$ cat src/rtl/seg_scan_mux.sv
// rtl/seg_scan_mux.sv - time-multiplexed common-anode 7-segment digit scanner
module seg_scan_mux #(
    parameter int NUM_DIGITS = 4,
    parameter int CLK_DIV    = 50000,
    parameter int LZ_BLANK   = 1
) (
    input  logic                      clk,
    input  logic                      rst_n,
    input  logic                      en,
    input  logic                      load,
    input  logic [NUM_DIGITS*4-1:0]   value_in,
    output logic [3:0]                digit_data,
    output logic [NUM_DIGITS-1:0]     an,
    output logic                      frame_done
);

    localparam int DIV_W = (CLK_DIV > 2) ? $clog2(CLK_DIV) : 1;
    localparam int IDX_W = (NUM_DIGITS > 2) ? $clog2(NUM_DIGITS) : 1;
    localparam logic [DIV_W-1:0] DIV_LAST = DIV_W'(CLK_DIV - 1);
    localparam logic [IDX_W-1:0] IDX_LAST = IDX_W'(NUM_DIGITS - 1);

    logic [DIV_W-1:0]          div_cnt;
    logic [IDX_W-1:0]          idx;
    logic [NUM_DIGITS*4-1:0]   shown;
    logic [NUM_DIGITS*4-1:0]   pending;
    logic                      pend_valid;

    logic                      tick;
    logic                      wrap;
    logic [IDX_W-1:0]          idx_n;
    logic [NUM_DIGITS*4-1:0]   shown_nx;
    logic [NUM_DIGITS-1:0]     blank_mask;
    logic [NUM_DIGITS-1:0]     an_nx;
    logic                      upper_zero;

    // Scan step, frame transfer and leading-zero mask, all evaluated on the
    // value that will be on display after this cycle's transfer (if any).
    always_comb begin
        tick       = en && (div_cnt == DIV_LAST);
        idx_n      = (idx == IDX_LAST) ? '0 : idx + IDX_W'(1);
        wrap       = tick && (idx_n == '0);
        shown_nx   = (wrap && pend_valid) ? pending : shown;
        upper_zero = 1'b1;
        blank_mask = '0;
        for (int i = NUM_DIGITS - 1; i >= 0; i--) begin
            upper_zero    = upper_zero && (shown_nx[i*4 +: 4] == 4'h0);
            blank_mask[i] = upper_zero && (i != 0) && (LZ_BLANK != 0);
        end
        an_nx = blank_mask[idx_n] ? '1 : ~(NUM_DIGITS'(1) << idx_n);
    end

    // Prescaler, digit index and registered display outputs.
    always_ff @(posedge clk or negedge rst_n) begin
        if (!rst_n) begin
            div_cnt    <= '0;
            idx        <= '0;
            shown      <= '0;
            digit_data <= 4'h0;
            an         <= '1;
            frame_done <= 1'b0;
        end else if (!en) begin
            an         <= '1;
            frame_done <= 1'b0;
        end else begin
            div_cnt    <= tick ? '0 : div_cnt + DIV_W'(1);
            frame_done <= wrap;
            if (tick) begin
                idx        <= idx_n;
                shown      <= shown_nx;
                digit_data <= shown_nx[idx_n*4 +: 4];
                an         <= an_nx;
            end
        end
    end

    // Pending value: a load always wins over the transfer clearing pend_valid,
    // so a value loaded on a wrap tick survives to the following frame.
    always_ff @(posedge clk or negedge rst_n) begin
        if (!rst_n) begin
            pending    <= '0;
            pend_valid <= 1'b0;
        end else if (load) begin
            pending    <= value_in;
            pend_valid <= 1'b1;
        end else if (wrap) begin
            pend_valid <= 1'b0;
        end
    end

endmodule

$ cat config.mk
export PLATFORM = sky130hd
export DESIGN_NAME = seg_scan_mux
export DESIGN_NICKNAME = d
export VERILOG_FILES = /design/src/rtl/seg_scan_mux.sv
export SDC_FILE = /design/constraint.sdc
export NUM_CORES = 1
export LEC_CHECK = 0
export CAP_MARGIN = 30
export CORE_AREA = 5 5 92 68
export CTS_CLUSTER_DIAMETER = 200
export CTS_CLUSTER_SIZE = 20
export DETAILED_ROUTE_END_ITERATION = 8
export DIE_AREA = 0 0 97 73
export PLACE_DENSITY = 0.75
export SETUP_SLACK_MARGIN = 0.15
export SLEW_MARGIN = 0
export SYNTH_ARGS = -nofsm -noshare
export SYNTH_HDL_FRONTEND = slang
export SYNTH_SLANG_ARGS = --single-unit
$ cat constraint.sdc
create_clock -name clk -period 4.5 [get_ports clk]
set_clock_uncertainty 0.2 [all_clocks]
set_input_delay 0.9 -clock clk [delete_from_list [all_inputs] [get_ports clk]]
set_output_delay 0.9 -clock clk [all_outputs]
set_load 0.02 [all_outputs]
; ---- After elaboration in Yosys (flattened, before gate mapping)
; Index checks and enable logic that the tools add are counted.
[totals]
in_bits = 20
elab_cells = 39
out_inout_bits = 9
register_bits = 60
[op_classes]
n_bitwise = 1
addsub = 2
order_cmp = 1
n_mux = 11
eq_ne = 3
shifts = 2
reduce_logical = 11
[op_table]
columns = cell, count
row1 = 16-bit 2-to-1 mux, 2
row2 = "16-bit by 1-bit adder with 16-bit output, second input constant", 1
row3 = "16-bit == test, second input constant", 1
row4 = 16-bit by 5-bit variable part select with 4-bit output, 1
row5 = 4-bit zero test, 3
row6 = 4-bit 2-to-1 mux, 3
row7 = 1-bit logical AND, 5
row8 = 1-bit 2-to-1 mux, 4
row9 = 4-bit inverter, 1
row10 = "1-bit by 2-bit << shifter with 4-bit output, first input constant", 1
row11 = "2-bit by 3-bit less-than comparator with 1-bit output, second input constant", 1
row12 = "2-bit by 1-bit adder with 2-bit output, second input constant", 1
row13 = 1-bit binary-select mux with 2-bit select, 1
row14 = "2-bit == test, second input constant", 1
row15 = 2-bit zero test, 1
row16 = 2-bit 2-to-1 mux, 1
row17 = "2-bit by 1-bit inequality test with 1-bit output, second input constant", 1
row18 = 2-bit AND reduction, 1
row19 = 2-bit nonzero test, 1

; ---- Depth between registers and ports, before layout
[depth]
ltp_word = 14
depth_mapped = 8
depth_no_buf = 7

; ---- Least setup slack after synthesis
; OpenSTA, ideal clock, no wires.
[synth_path]
path_type = input to register
startpoint = in en
endpoint = reg digit_data[1]
path_slack_ns = 1.943
setup_ns = 0.143
arrival_ns = 2.215
path_buffers = 2
t_required_ns = 4.157
stages = 7
cell_sequence = nand4_1 -> or3_1 -> buf_2 -> buf_6 -> mux2_1 -> o21bai_1 -> a31oi_1
[synth_between]
elab_chain_len = 5
word_cells_on_any_way = 6
cone_classes = 1 x shift / 1 x mux / 4 x reduce/logical
[synth_rtl]
columns = item, line
row1 = "start, declared", 9  ; input logic en,
row2 = 1-bit logical AND, 39  ; tick = en && (div_cnt == DIV_LAST);
row3 = 1-bit logical AND, 41  ; wrap = tick && (idx_n == '0);
row4 = 1-bit logical AND, 42  ; shown_nx = (wrap && pend_valid) ? pending : shown;
row5 = 16-bit 2-to-1 mux, 42
row6 = 16-bit by 5-bit variable part select with 4-bit output, 70  ; digit_data <= shown_nx[idx_n*4 +: 4];
row7 = "end signal, assigned", 70
row8 = "end, declared", 12  ; output logic [3:0] digit_data,
; Parallel ways exist; a longest one is shown, timed or not.
; A chain may end at the register's enable or synchronous reset.

; ---- Final worst setup path
[layout_path]
startpoint = in en
endpoint = reg digit_data[3]
; The elaborated chain is that of the path after synthesis.

==> results.sh <==
export IMPL_grtUsageTotal_pct=16.3
export IMPL_period_needed_ns=3.20
export IMPL_cts_tree="built"
export IMPL_max_stage_delay_ns=0.66
export IMPL_antenna_found_initial=0
export IMPL_internal_power_w=0.000965
export IMPL_yosysTopAreaCell="dfrtp_1"
export IMPL_dpl_cell_area_sq_um=3210
export IMPL_grt_start_max_net_pins=41
export IMPL_power_leakage_nw=1.54
export IMPL_drt_pass1_iter_count=4
export IMPL_synth_area_sq_um=2840
export IMPL_worst_slew_pin_slew_ns=0.980
export IMPL_drv_cap=0
export IMPL_wl_per_cell_microns=15.7
export IMPL_drive_gt1_share_pct=23.2
export IMPL_path_clk_slew_ns=0.06
export IMPL_arrival_ns=3.26
export IMPL_cts_setup_buffers=0
export IMPL_hold_violations=0
export IMPL_sw_frac_of_total_pct=23.4
export IMPL_crit_slowest_cell="or3_1"
export IMPL_nNetsFinal=292
export IMPL_syn_to_final_growth_pct=20.9
export IMPL_postRouteAntennaNets=0
export IMPL_synthTopCellsByArea="dfrtp_1 49%, mux2_2 12%, mux2i_1 4.9%"
export IMPL_design_power_total_w=0.00126
export IMPL_setup_viol=0
export IMPL_yosysMostFrequentCell="dfrtp_1"
export IMPL_gp_congestion=0.853
export IMPL_p_seq_share_pct=49.8
export IMPL_routed_wl_microns=5440
export IMPL_synth_cell_types=36
export IMPL_numClockSinks=60
export IMPL_dpl_hpwl_microns=3910
export IMPL_cts_root_buf="clkbuf_8"
export IMPL_cts_repair_resized=0
export IMPL_synth_edf_count=0
export IMPL_fmaxAchievable_mhz=312
export IMPL_vias_per_cell=5.40
export IMPL_h_tree_depth=3
export IMPL_initial_core_util_pct=52.1
export IMPL_antenna_cells=0
export IMPL_vias=1868
export IMPL_synthTopCellsByCount="56 x dfrtp_1, 30 x mux2_2, 21 x nor2_1"
export IMPL_cts_made_buffers=9
export IMPL_cp_start_kind="primary input"
export IMPL_seq_area_frac_synth_pct=53.1
export IMPL_p_comb_share_pct=8.7
export IMPL_p_sw_w=0.000295
export IMPL_cp_cell_sequence="clkdlybuf4s50_1, nand4_1, or3_1, buf_4, mux4_1, a21oi_1"
export IMPL_cp_max_fo=12
export IMPL_globalRouteOverflowTotal=0
export IMPL_ctsHoldBuffers=0
export IMPL_path_delay_family="buffers and inverters"
export IMPL_worst_setup_path_type="in2reg"
export IMPL_syn_avg_cell_area_sq_um=12.3
export IMPL_dieWidth_microns=97
export IMPL_syn_nets=257
export IMPL_fin_crit_sh_pct=71.1
export IMPL_drt_first_iter_violations=98
export IMPL_status="finished, final reports clean"
export IMPL_ios=29
export IMPL_post_synth_inst_count=231
export IMPL_max_slew_margin_pct=34.0
export IMPL_final_setup_tns_ns=0
export IMPL_grt_pass1_vias=1841
export IMPL_worstHoldPathType="in2async"
export IMPL_drc=0
export IMPL_ys_flop_type="dfrtp_1"
export IMPL_coreArea_sq_um=5440
export IMPL_portBuffers=28
export IMPL_pre_cts_ws_ns=0.950
export IMPL_fillers=440
export IMPL_die_area_sq_um=7080
export IMPL_clk_latency_ns=0.34
export IMPL_path_buf_inv=2
export IMPL_stdcell_area_sq_um=3430
export IMPL_timing_hold_ws_ns=0.223
export IMPL_yosysWarnings=0
export IMPL_crit_required_ns=4.56
export IMPL_grt_pass1_wl_microns=8910
export IMPL_end_kind="flip-flop"
export IMPL_power_density_nw_per_um2=368
export IMPL_vdd_drop_max_mv=0.193
export IMPL_die_h_microns=73
export IMPL_yosys_area_top_type_share_pct=49.4
export IMPL_rsz0062_at_grt="no"
export IMPL_setup_slack_ns=1.30
export IMPL_p_clk_share_pct=41.5
export IMPL_slew_violations=0
export IMPL_clockBufferDepth=2
export IMPL_synthArstFlopShare_pct=100
export IMPL_synth_seq_cells=60
export IMPL_rows=23
## logic make-up after synthesis
| logic type | share of synthesized area (%) |
|---|---|
| XOR/XNOR | 3.40 |
| adder cells (fa/ha/maj) | 2.65 |
| flip-flops | 53.1 |
| AO/OA/AOI/OAI | 4.85 |
| AND/OR/NAND/NOR | 12.8 |
| buffers and inverters | 2.60 |
| multiplexers | 20.6 |
## registers in the layout, summed over array words and instances, names as in the netlist
register and cells:
an 4, digit_data 4, div_cnt 16, frame_done 1, idx 2, pend_valid 1
pending 16, shown 16
## through the flow
stage,utilization (%),std cells
6_report,63.0,346
5_1_grt,63.0,346
4_1_cts,63.0,346
3_5_place_dp,59.0,330
3_3_place_gp,58.7,329
2_1_floorplan,-,231
## power groups by stage
| stage | registers [W] | clock network [W] | logic, W |
|---|---|---|---|
| finish | 0.000627 | 0.000523 | 0.000110 |
| floorplan | 0.000623 | 0 | 0.0000702 |
| CTS | 0.000626 | 0.000537 | 0.000112 |
| global placement | 0.000636 | 0 | 0.000104 |
| global route | 0.000633 | 0.000562 | 0.000125 |
| detailed placement | 0.000636 | 0 | 0.000111 |
## worst register-to-register path, delay by kind of cell (launching register included)
kind                   cells  cell delay (ns)
AOI/OAI and AO/OA          1             0.15
buffers and inverters      1             0.30
DFF                        1             0.45
muxes                      1             0.45
and+or+nand+nor            3             1.18
## worst paths after layout
path                              from             to  slack (ns)  depth (start not counted)
max                                 en  digit_data[3]        1.30                          6
min                              rst_n     div_cnt[2]        0.22                          1
max reg2reg                div_cnt[11]  digit_data[3]        1.69                          6
min reg2reg                   shown[1]       shown[1]        0.29                          1
max in group asynchronous        rst_n          an[2]        3.09                          3
min in group clk              shown[1]       shown[1]        0.29                          1
## cells in the final DEF (no fill, tap or decap), types with 2 or more instances in the layout
master / count
a21oi_1: 4
a31oi_1: 4
and3_1: 2
and4_1: 2
buf_4: 4
bufinv_16: 2
clkbuf_8: 10
clkdlybuf4s50_1: 27
clkinv_2: 3
dfrtp_1: 56
dfstp_2: 4
ha_1: 6
inv_1: 8
mux2_2: 30
mux2i_1: 14
mux4_2: 3
nand2_1: 12
nand3_1: 8
nand4_1: 6
nor2_1: 21
nor4_1: 5
nor4b_4: 2
o21ai_0: 9
o21bai_1: 2
or3_1: 2
xnor2_1: 6
xor2_1: 5
## per-layer routing
metal  global-route usage (%)  vias up  part of all wire (%)
li1                         -      901                     -
met1                     22.2      930                    51
met2                     23.7       30                    44
met3                     6.97        7                   4.6
met4                     5.14        0                   1.0
met5                        0        -                     0
## area by class of cell
type | instances | area [sq um] | share of cell area, %
clock inverter | 5 | 75.1 | 2.19
tap | 75 | 93.8 | 2.74
inverter | 8 | 30.0 | 0.876
sequential | 60 | 1510 | 44.0
timing repair buffer | 33 | 325 | 9.49
clock buffer | 11 | 141 | 4.13
multi-input combinational | 154 | 1250 | 36.6
Note: power is estimated with default switching activity, not from simulation.
==> RTL change 1 (same flow settings) <==
Put one more register stage on the output `an`, without a reset. The value now appears one clock later. The other outputs are not delayed to match.
--- a/src/rtl/seg_scan_mux.sv
+++ b/src/rtl/seg_scan_mux.sv
@@ -19,4 +19,6 @@
     localparam logic [DIV_W-1:0] DIV_LAST = DIV_W'(CLK_DIV - 1);
     localparam logic [IDX_W-1:0] IDX_LAST = IDX_W'(NUM_DIGITS - 1);
+
+    logic [NUM_DIGITS-1:0] an_s0;
 
     logic [DIV_W-1:0]          div_cnt;
@@ -57,8 +59,8 @@
             shown      <= '0;
             digit_data <= 4'h0;
-            an         <= '1;
+            an_s0      <= '1;
             frame_done <= 1'b0;
         end else if (!en) begin
-            an         <= '1;
+            an_s0      <= '1;
             frame_done <= 1'b0;
         end else begin
@@ -69,5 +71,5 @@
                 shown      <= shown_nx;
                 digit_data <= shown_nx[idx_n*4 +: 4];
-                an         <= an_nx;
+                an_s0      <= an_nx;
             end
         end
@@ -88,4 +90,8 @@
     end
 
+    always_ff @(posedge clk) begin
+        an <= an_s0;
+    end
+
 endmodule
 
Formal check against the unedited RTL: same outputs for any inputs over 10 cycles, from zero or initial values and one cycle with rst_n low; that may be too few to reach the edited logic, so the function may still have changed.
==> RTL change 1 against the unedited design <==
Die area stayed put. Combinational power is 4% higher. First-iteration DRC count is 27% higher. Worst setup slack worse by 96 ps. Total power is 0.87% higher. Area after synthesis is 11% higher. Cell area is 6.7% higher. Sequential cell count is 4 higher. Sequential power is 4.3% higher. Worst hold slack worse by 16 ps. Routed wire length is 21% higher. Global-route usage is 4.4 points higher. Critical path type unchanged. Critical endpoint unchanged.
==> RTL change 1: results (changes against the unedited design) <==
post-place-cells: 390  # was 330
arrival_ps: 3360  # was 3260 ps
cts_root_buf: "clkbuf_8"  # unchanged
status: "complete, no violations"  # unchanged
grt_usage_pct: 20.7  # was 16.3%
synth_xor_area_share_pct: 3.35  # was 3.40%
wl_per_cell_um: 16.2  # was 15.7 um
reg.largest.list: "div_cnt (16), pending (16), shown (16)"  # unchanged
routed_wl_um: 6600  # was 5440 um
synth_cell_types: 51  # was 36
met3_wirelength_um: 582  # was 250 um
ys_seq_area_share_pct: 50.5  # was 53.1%
slowest_delay_ps: 610  # was 660 ps
syn_area_per_cell_um2: 10.5  # was 12.3 um^2
p_comb_uw: 114  # was 110 uW
wl_met2_um: 2850  # was 2380 um
synth_compound_gate_area_share_pct: 9.76  # was 4.85%
n_fill_cell: 406  # was 440
firstDrtPassIters: 5  # was 4
dpl.hpwl_um: 4790  # was 3910 um
p_comb_share_pct: 9.0  # was 8.7%
p_leak_nw: 1.56  # was 1.54 nW
min_path_type: "reg2reg"  # was in2async
syn_nets: 326  # was 257
gp_congestion: 0.975  # was 0.853
met1_length_um: 3070  # was 2750 um
viasPerCell: 5.73  # was 5.40
grt_max_degree: 40  # was 41
worstPathMaxFanout: 31  # was 12
rrSetupSlack_ps: 1780  # was 1690 ps
r2r-start: "div_cnt[0]"  # was div_cnt[11]
dp_slack_ps: 884  # was 950 ps
clkPwrFrac_pct: 39.6  # was 41.5%
power_switching_uw: 319  # was 295 uW
fin_tns_setup_ps: 0  # unchanged
layout-drive-gt1-share_pct: 14.8  # was 23.2%
relSlewSlack_pct: 42.4  # was 34.0%
cp_slowest_cell: "clkdlybuf4s50_1"  # was or3_1
synth_common_cells: "56 x dfrtp_1, 46 x nand2_1, 22 x inv_1"  # was 56 x dfrtp_1, 30 x mux2_2, 21 x nor2_1
synthAdderAreaFrac_pct: 2.39  # was 2.65%
placed_area_mm2: 0.00344  # was 0.00321 mm^2
grt_pass1_wl_um: 11200  # was 8910 um
holdWs_ps: 207  # was 223 ps
netlist_top_cells_area: "dfrtp_1 45%, mux2_2 5.7%, nand2_1 5.5%"  # was dfrtp_1 49%, mux2_2 12%, mux2i_1 4.9%
critPathTopFamily: "simple AND/OR/NAND/NOR gates"  # was buffers and inverters
peakVddDrop_v: 0.000186  # was 0.000193 V
synth.area.mux_share_pct: 9.16  # was 20.6%
drtIter0Drc: 124  # was 98
layout.nets: 353  # was 292
-- RTL change 1: logic make-up (layout without fill, tap and decap cells) --
family          count (synthesis)  count (layout)
simple gates                  116             116
flops                          64              64
compound gates                 45              45
buf+inv                        36              68
mux                            21              21
xor+xnor                       12              12
fa+ha+maj                       6               6
-- RTL change 1: how the worst max path moves through the flow --
stage | end | slack, ps
2_1_floorplan | digit_data[1] | 1850
3_3_place_gp | digit_data[0] | 990
3_5_place_dp | digit_data[3] | 880
4_1_cts | digit_data[3] | 1240
5_1_grt | digit_data[3] | 1040
6_report | digit_data[3] | 1200
-- RTL change 1: routing by layer --
metal,vias up,global-route usage (%)
li1,1121,-
met1,1121,27.5
met2,79,29.3
met3,10,9.74
met4,0,8.26
met5,-,0
-- RTL change 1: final cells by class --
class,instances,area (um^2),share of cell area [%]
clock buffers,11,151,4.14
well taps,75,93.8,2.57
inverters,22,82.6,2.26
clock inverters,5,55.1,1.51
repair buffers,30,290,7.94
multi-input cells,200,1400,38.2
flip-flops and latches,64,1590,43.4
==> RTL change 2 (config.mk and constraints unchanged) <==
Made on the original files. `CLK_DIV`: 50000 -> 100000.
--- a/src/rtl/seg_scan_mux.sv
+++ b/src/rtl/seg_scan_mux.sv
@@ -2,5 +2,5 @@
 module seg_scan_mux #(
     parameter int NUM_DIGITS = 4,
-    parameter int CLK_DIV    = 50000,
+    parameter int CLK_DIV    = 100000,
     parameter int LZ_BLANK   = 1
 ) (
Check against the original RTL: no difference found for any inputs over 10 cycles, from zero or initial values and one cycle with rst_n low; that may be too few to reach the edited logic, so the function may still have changed.
==> RTL change 2 against the unedited design <==
Core utilization increased by 0.81 points. Synthesized cell count increased by 23%. Die area unchanged. Worst setup slack improved by 340 ps. Largest power group unchanged. Worst hold slack improved by 49 ps. Total power decreased by 5.6%. Critical endpoint is now an[2]. Cell area increased by 1.3%. Global-route usage increased by 1.8 points. Sequential cell count increased by 1. Count of clock-buffer cells in the layout unchanged. Clock power decreased by 11%. Routed wire length increased by 5.3%. Area after synthesis increased by 5.2%.
==> RTL change 2: results (changes against the unedited design) <==
ys.flop_type: "dfrtp_1"  # unchanged
p_leak_nw: 1.61  # was 1.54 nW
drtIter0Drc: 105  # was 98
port_buffers: 28  # unchanged
grt_max_degree: 32  # was 41
min_path_type: "reg2reg"  # was in2async
synth_top_area_share_pct: 47.8  # was 49.4%
diodes: 0  # unchanged
layout-drive-gt1-share_pct: 18.2  # was 23.2%
ys_seq_area_share_pct: 51.3  # was 53.1%
finalNonFillerCells: 393  # was 346
gp_congestion: 0.811  # was 0.853
cts_buffers: 9  # unchanged
cap_violations: 0  # unchanged
cp_slowest_cell: "clkdlybuf4s50_1"  # was or3_1
clk-insertion-delay-late_ps: 330
cts_root_buf: "clkbuf_8"  # unchanged
grt_usage_pct: 18.1  # was 16.3%
synth_common_cells: "61 x nand2_1, 57 x dfrtp_1, 24 x nor2_1"  # was 56 x dfrtp_1, 30 x mux2_2, 21 x nor2_1
synth-async-reset-ratio_pct: 100  # unchanged
wl_per_cell_um: 14.6  # was 15.7 um
clockBufferDepth: 2  # unchanged
peakVddDrop_v: 0.000224  # was 0.000193 V
ys_warn_count: 0  # unchanged
viasPerCell: 5.31  # was 5.40
slowest_delay_ps: 570  # was 660 ps
h-tree-depth: 3  # unchanged
post-cts-setup-buffer-count: 0  # unchanged
grt_pass1_vias: 2040  # was 1,841
worstPathMaxFanout: 16  # was 12
tightest_slew_ps: 772  # was 980 ps
netlist_top_cells_area: "dfrtp_1 48%, nand2_1 7.7%, mux2_2 7.6%"  # was dfrtp_1 49%, mux2_2 12%, mux2i_1 4.9%
clk_pin_slew_ps: 70
post-place-cells: 377  # was 330
syn-instance-count: 284  # was 231
layout.nets: 338  # was 292
ctsResizeCount: 0  # unchanged
syn_nets: 309  # was 257
dpl.hpwl_um: 4090  # was 3910 um
critPathTopFamily: "simple AND/OR/NAND/NOR gates"  # was buffers and inverters
synth_cell_types: 43  # was 36
antenna_found_initial: 0  # unchanged
grt_pass1_wl_um: 10000  # was 8910 um
firstDrtPassIters: 4  # unchanged
reg.largest.list: "div_cnt (17), pending (16), shown (16)"  # was div_cnt (16), pending (16), shown (16)
status: "complete, no violations"  # unchanged
## RTL change 2: metrics by stage
| stage | worst slack, ps | area [um^2] | total power, mW |
|---|---|---|---|
| after floorplan | 2240 | 2980 | 0.685 |
| after global placement | 1380 | 3270 | 0.729 |
| after detailed placement | 1300 | 3280 | 0.735 |
| after CTS | 1640 | 3470 | 1.20 |
| after global routing | 1520 | 3470 | 1.25 |
| final | 1640 | 3470 | 1.19 |
## RTL change 2: logic make-up after synthesis
logic type	share of synthesized area, %
multiplexers	10.6
flip-flops	51.3
AO/OA/AOI/OAI	6.21
adder cells (fa/ha/maj)	2.10
XOR/XNOR	4.40
AND/OR/NAND/NOR	21.4
buffers and inverters	3.94
## RTL change 2: path summary, 6_finish.rpt
path / start / to / slack [ps] / depth (start not counted)
hold reg to reg: pending[5] / shown[5] / 270 / 2
min in group asynchronous: rst_n / div_cnt[11] / 410 / 1
setup reg to reg: idx[0] / an[2] / 1900 / 6
setup / recovery: en / an[2] / 1640 / 5
hold / removal: pending[5] / shown[5] / 270 / 2
max in group asynchronous: rst_n / an[2] / 2810 / 2
## RTL change 2: tightest hold or removal path, cell delays in order, from the launching register on
cell and delay (ps):
dfrtp_1 340, nand2_1 50, nand2_1 50
## RTL change 2: per-layer routing
metal	wire length, um	up-vias	part of all wire (%)	global-route usage (%)
met3	317	12	5.5	5.92
met1	2850	993	50	24.8
met2	2460	49	43	26.3
met5	0	-	0	0
met4	95	0	1.7	8.10
li1	-	1032	-	-
## RTL change 2: where the power goes
part | switching [mW] | leakage, nW | internal (mW)
combinational | 0.0416 | 0.738 | 0.0543
clock | 0.198 | 0.103 | 0.267
sequential | 0.0434 | 0.770 | 0.585
total | 0.283 | 1.61 | 0.906
## RTL change 2: layout make-up
| class | instances | area (um^2) |
|---|---|---|
| multi-input combinational | 203 | 1330 |
| sequential | 61 | 1530 |
| clock buffer | 11 | 141 |
| timing repair buffer | 30 | 290 |
| inverter | 8 | 30.0 |
| tap | 75 | 93.8 |
| clock inverter | 5 | 50.0 |
| fill | 436 | 1970 |
